`config.mk`:
```
export PLATFORM = sky130hd
export DESIGN_NAME = mmio_timer
export DESIGN_NICKNAME = d
export VERILOG_FILES = /design/src/rtl/mmio_timer.sv
export SDC_FILE = /design/constraint.sdc
export NUM_CORES = 1
export LEC_CHECK = 0
export ABC_AREA = 0
export BUFFER_PORTS_ARGS = -buffer_cell sky130_fd_sc_hd__buf_4
export CORE_AREA = 2 2 147 149
export DETAILED_ROUTE_END_ITERATION = 10
export DIE_AREA = 0 0 149 151
export GPL_TIMING_DRIVEN = 0
export PLACE_DENSITY_LB_ADDON = 0.3
export SLEW_MARGIN = 20
export SYNTH_ARGS = -nofsm -noshare
export SYNTH_HDL_FRONTEND = slang
export SYNTH_SLANG_ARGS = --single-unit
```
`constraint.sdc`:
```
create_clock -name clock -period 9.1 [get_ports clock]
set_input_delay 1.365 -clock clock [delete_from_list [all_inputs] [get_ports clock]]
set_output_delay 1.365 -clock clock [all_outputs]
set_load 0.02 [all_outputs]
```
`src/rtl/mmio_timer.sv`:
```
// Memory-mapped prescaled 32-bit timer with compare match, overflow flag and level interrupt.
// Responds on the data-memory bus inside a 32-byte word-aligned register window.
module mmio_timer #(
    parameter logic [31:0] BASE_ADDR  = 32'h0000_0400,
    parameter int          PRESCALE_W = 16
) (
    input  logic        clock,
    input  logic        reset,
    input  logic [31:0] address,
    input  logic [31:0] writeData,
    input  logic        memWrite,
    input  logic        memRead,
    output logic [31:0] readData,
    output logic        hit,
    output logic        irq
);

    localparam logic [2:0] SEL_CTRL     = 3'd0;
    localparam logic [2:0] SEL_PRESCALE = 3'd1;
    localparam logic [2:0] SEL_COUNT    = 3'd2;
    localparam logic [2:0] SEL_COMPARE  = 3'd3;
    localparam logic [2:0] SEL_STATUS   = 3'd4;

    logic [2:0]            ctrl_q,     ctrl_d;
    logic [PRESCALE_W-1:0] prescale_q, prescale_d;
    logic [PRESCALE_W-1:0] pre_cnt_q,  pre_cnt_d;
    logic [31:0]           count_q,    count_d;
    logic [31:0]           compare_q,  compare_d;
    logic [1:0]            status_q,   status_d;

    logic [2:0] sel;
    logic       wr_en;
    logic       wr_ctrl, wr_prescale, wr_count, wr_compare, wr_status;
    logic       tick;
    logic       match_set, ovf_set;

    assign sel   = address[4:2];
    assign hit   = (address[31:5] == BASE_ADDR[31:5]) && (address[1:0] == 2'b00);
    assign wr_en = hit && memWrite;

    assign wr_ctrl     = wr_en && (sel == SEL_CTRL);
    assign wr_prescale = wr_en && (sel == SEL_PRESCALE);
    assign wr_count    = wr_en && (sel == SEL_COUNT);
    assign wr_compare  = wr_en && (sel == SEL_COMPARE);
    assign wr_status   = wr_en && (sel == SEL_STATUS);

    assign irq = ctrl_q[2] & status_q[0];

    // NOTE: every signal driven in always_comb gets a default first so no latch is inferred.
    always_comb begin
        readData = 32'd0;
        if (hit && memRead) begin
            case (sel)
                SEL_CTRL:     readData = {29'd0, ctrl_q};
                SEL_PRESCALE: readData = 32'(prescale_q);
                SEL_COUNT:    readData = count_q;
                SEL_COMPARE:  readData = compare_q;
                SEL_STATUS:   readData = {30'd0, status_q};
                default:      readData = 32'd0;
            endcase
        end
    end

    // Reconfiguring CTRL or PRESCALE restarts the prescale period and suppresses that edge's tick.
    always_comb begin
        tick      = 1'b0;
        pre_cnt_d = pre_cnt_q;
        if (!ctrl_q[0] || wr_ctrl || wr_prescale) begin
            pre_cnt_d = '0;
        end else if (pre_cnt_q == prescale_q) begin
            pre_cnt_d = '0;
            tick      = 1'b1;
        end else begin
            pre_cnt_d = pre_cnt_q + 1'b1;
        end
    end

    always_comb begin
        ctrl_d     = wr_ctrl     ? writeData[2:0]            : ctrl_q;
        prescale_d = wr_prescale ? writeData[PRESCALE_W-1:0] : prescale_q;
        compare_d  = wr_compare  ? writeData                 : compare_q;
        count_d    = count_q;
        match_set  = 1'b0;
        ovf_set    = 1'b0;
        if (wr_count) begin
            count_d = writeData;
        end else if (tick) begin
            if (count_q == compare_q) begin
                match_set = 1'b1;
                count_d   = ctrl_q[1] ? 32'd0 : count_q + 32'd1;
            end else if (count_q == 32'hFFFF_FFFF) begin
                ovf_set = 1'b1;
                count_d = 32'd0;
            end else begin
                count_d = count_q + 32'd1;
            end
        end
        // Hardware set dominates a simultaneous write-1-clear.
        status_d = (status_q & ~(wr_status ? writeData[1:0] : 2'b00)) | {ovf_set, match_set};
    end

    // NOTE: sequential state uses non-blocking assignments so all registers update together.
    always_ff @(posedge clock) begin
        if (reset) begin
            ctrl_q     <= '0;
            prescale_q <= '0;
            pre_cnt_q  <= '0;
            count_q    <= 32'd0;
            compare_q  <= 32'hFFFF_FFFF;
            status_q   <= '0;
        end else begin
            ctrl_q     <= ctrl_d;
            prescale_q <= prescale_d;
            pre_cnt_q  <= pre_cnt_d;
            count_q    <= count_d;
            compare_q  <= compare_d;
            status_q   <= status_d;
        end
    end

endmodule

```
==> flow_metrics.env <==
export IMPL_async_flop_share_pct=0
export IMPL_num_vias=6197
export IMPL_cts_sinks=101
export IMPL_grt_max_degree=16
export IMPL_firstDrtPassIters=7
export IMPL_grt_pass1_vias=5894
export IMPL_port_buffers=100
export IMPL_die_height_um=151
export IMPL_place_inst=1149
export IMPL_worst_setup_path_start_kind="input port"
export IMPL_tightest_slew_ns=1.05
export IMPL_gp_congestion=0.911
export IMPL_antenna_found_initial=0
export IMPL_cap_viol_max_count=0
export IMPL_dominantRegCellSynth="dfxtp_1"
export IMPL_grt_ovfl_total=0
export IMPL_routed_wl_um=22000
export IMPL_synth_seq_cells=101
export IMPL_diodes=0
export IMPL_hold_violations=0
export IMPL_period_share_pct=60.2
export IMPL_hold_path_depth=2
export IMPL_ctsRootBufferMaster="clkbuf_16"
export IMPL_skew_ns=0.00852
export IMPL_final_max_slew_viol_count=0
export IMPL_finalSetupTns_ns=0
export IMPL_grt_pass1_wl_um=33800
export IMPL_fmax_ghz=0.183
export IMPL_drcViolationCount=0
export IMPL_nNetsFinal=955
export IMPL_final_cells=1164
export IMPL_wl_per_cell_um=18.9
export IMPL_cts_resized=0
export IMPL_end_kind="output pin"
export IMPL_initial_core_util_pct=29.8
export IMPL_die_area_mm2=0.0225
export IMPL_row_count=53
export IMPL_numCtsBuffers=9
export IMPL_core_mm2=0.0208
export IMPL_synth_area_leaders="dfxtp_1, xor2_1, nand2_1, mux2i_1, nor2_1"
export IMPL_htree_levels=3
export IMPL_drive_gt1_share_pct=19.3
export IMPL_cts_buffer_depth=2
export IMPL_io_pins=102
export IMPL_rsz0062_at_grt="no"
export IMPL_cts_tree="built"
export IMPL_powerDensity_mw_per_mm2=121
export IMPL_cts_setup_buffers=0
export IMPL_dr_first_iter_drc_count=622
export IMPL_synth_most_common_cell="nand2_1"
export IMPL_synth_edf_count=0
export IMPL_synth_net_count=844
export IMPL_peakVddDrop_uv=83.0
export IMPL_yosys_top_cells_count="nand2_1, dfxtp_1, nor2_1, xor2_1, mux2i_1"
export IMPL_cp_required_ns=7.74
export IMPL_yosysUniqueCellTypes=70
export IMPL_ant_nets=0
export IMPL_power_leakage_uw=0.00264
export IMPL_syn_avg_cell_area_um2=8.01
export IMPL_via_per_inst=5.32
export IMPL_yosysTopAreaCell="dfxtp_1"
export IMPL_cp_arrival_ns=4.11
export IMPL_clock_latency_ns=0.36
export IMPL_r2r_cells=9
export IMPL_area_growth_pct=22.7
export IMPL_report_final_setup_viol=0
export IMPL_min_period_ns=5.48
export IMPL_relSlewSlack_pct=29.6
export IMPL_netlist_instances=774
export IMPL_syn_cell_area_mm2=0.00620
export IMPL_yosysWarnings=0
export IMPL_die_width_um=149
export IMPL_crit_type="input port to output pin"
export IMPL_outcome="completed"
export IMPL_ctsHoldBuffers=0
export IMPL_yosysTopAreaCellShare_pct=32.6
export IMPL_path_clk_slew_ns=0.07
export IMPL_crit_fanout=10
export IMPL_hpwl_um=16800
export IMPL_yosysSeqAreaShare_pct=32.6
export IMPL_grtUsageTotal_pct=19.7
export IMPL_hold_class="flop to flop"
layout by cell type, fill, tap and decap left out, drive strengths merged, types with 8 or more instances in the layout:
cell type / netlist / layout
or3: 8 / 8
xnor2: 10 / 10
and2: 9 / 9
a22oi: 34 / 34
mux2: 14 / 14
nor3: 23 / 23
nand2: 115 / 115
a31oi: 8 / 8
inv: 9 / 10
clkbuf: 34 / 46
dfxtp: 101 / 101
nand3: 20 / 20
mux2i: 37 / 37
nand4: 20 / 20
buf: 20 / 120
and3: 12 / 12
a21oi: 27 / 27
o21ai: 29 / 29
xor2: 54 / 54
nor2: 86 / 86
nor4: 22 / 22
state kept, by name (all words and copies together), names as in the netlist:
signal,count
compare_q,32
count_q,32
pre_cnt_q,16
prescale_q,16
ctrl_q,3
status_q,2
power by group:
| part | internal (uW) | leakage [uW] | switching [uW] |
|---|---|---|---|
| registers | 443 | 0.000815 | 0.800 |
| logic | 31.8 | 0.00167 | 38.2 |
| clock network | 228 | 0.000149 | 177 |
worst max-delay path, cell delays in order:
cell and delay [ns]:
buf_4 0.10, or4_1 0.53, or4_4 0.56, nor2_1 0.18
nand3_2 0.28, or2_2 0.36, clkbuf_1 0.18, clkbuf_1 0.24
nor2_1 0.16, buf_4 0.15
worst paths after layout:
check	to	slack, ns	start
worst min register to register	status_q[0]	0.48	status_q[0]
worst min-delay path	status_q[0]	0.48	status_q[0]
worst max register to register	count_q[18]	5.30	count_q[0]
worst max-delay path	readData[7]	3.62	address[5]
metrics by stage:
stage               total power (uW)  instance area [um2]  hold WS, ns  utilization, %  worst slack [ns]
finish                           919                 7600        0.481            36.5              3.62
floorplan                        482                 6200        0.440               -              3.72
global placement                 524                 7290        0.464            35.0              3.59
CTS                              923                 7600        0.477            36.5              3.57
detailed placement               524                 7300        0.466            35.1              3.57
global route                     940                 7600        0.506            36.5              3.37
per-layer routing:
| metal | wire length (um) | vias to the layer above | share of wire (%) | GRT usage [%] |
|---|---|---|---|---|
| met2 | 10000 | 239 | 46 | 31.6 |
| li1 | - | 2995 | - | - |
| met4 | 573 | 0 | 2.6 | 7.33 |
| met3 | 1270 | 38 | 5.8 | 2.17 |
| met1 | 10100 | 2925 | 46 | 27.3 |
| met5 | 0 | - | 0 | 0 |
layout make-up:
class | instances | area [um2]
plain buffers | 54 | 248
clock buffers | 12 | 256
clock inverters | 3 | 43.8
fillers | 2258 | 13200
inverters | 10 | 37.5
multi-input cells | 609 | 3900
flip-flops and latches | 101 | 2020
well taps | 275 | 344
repair buffers | 100 | 751
logic make-up (layout without fill, tap and decap cells):
group | count (synthesis) | in the layout | synth area share, %
AOI/OAI and AO/OA | 137 | 137 | 15.4
muxes | 52 | 52 | 8.88
xor gates and xnor gates | 64 | 64 | 9.04
adders and majority gates | 2 | 2 | 0.404
DFF | 101 | 101 | 32.6
buffers and inverters | 64 | 179 | 4.60
and+or+nand+nor | 354 | 354 | 29.0
Power figures use the tool's default switching activity.
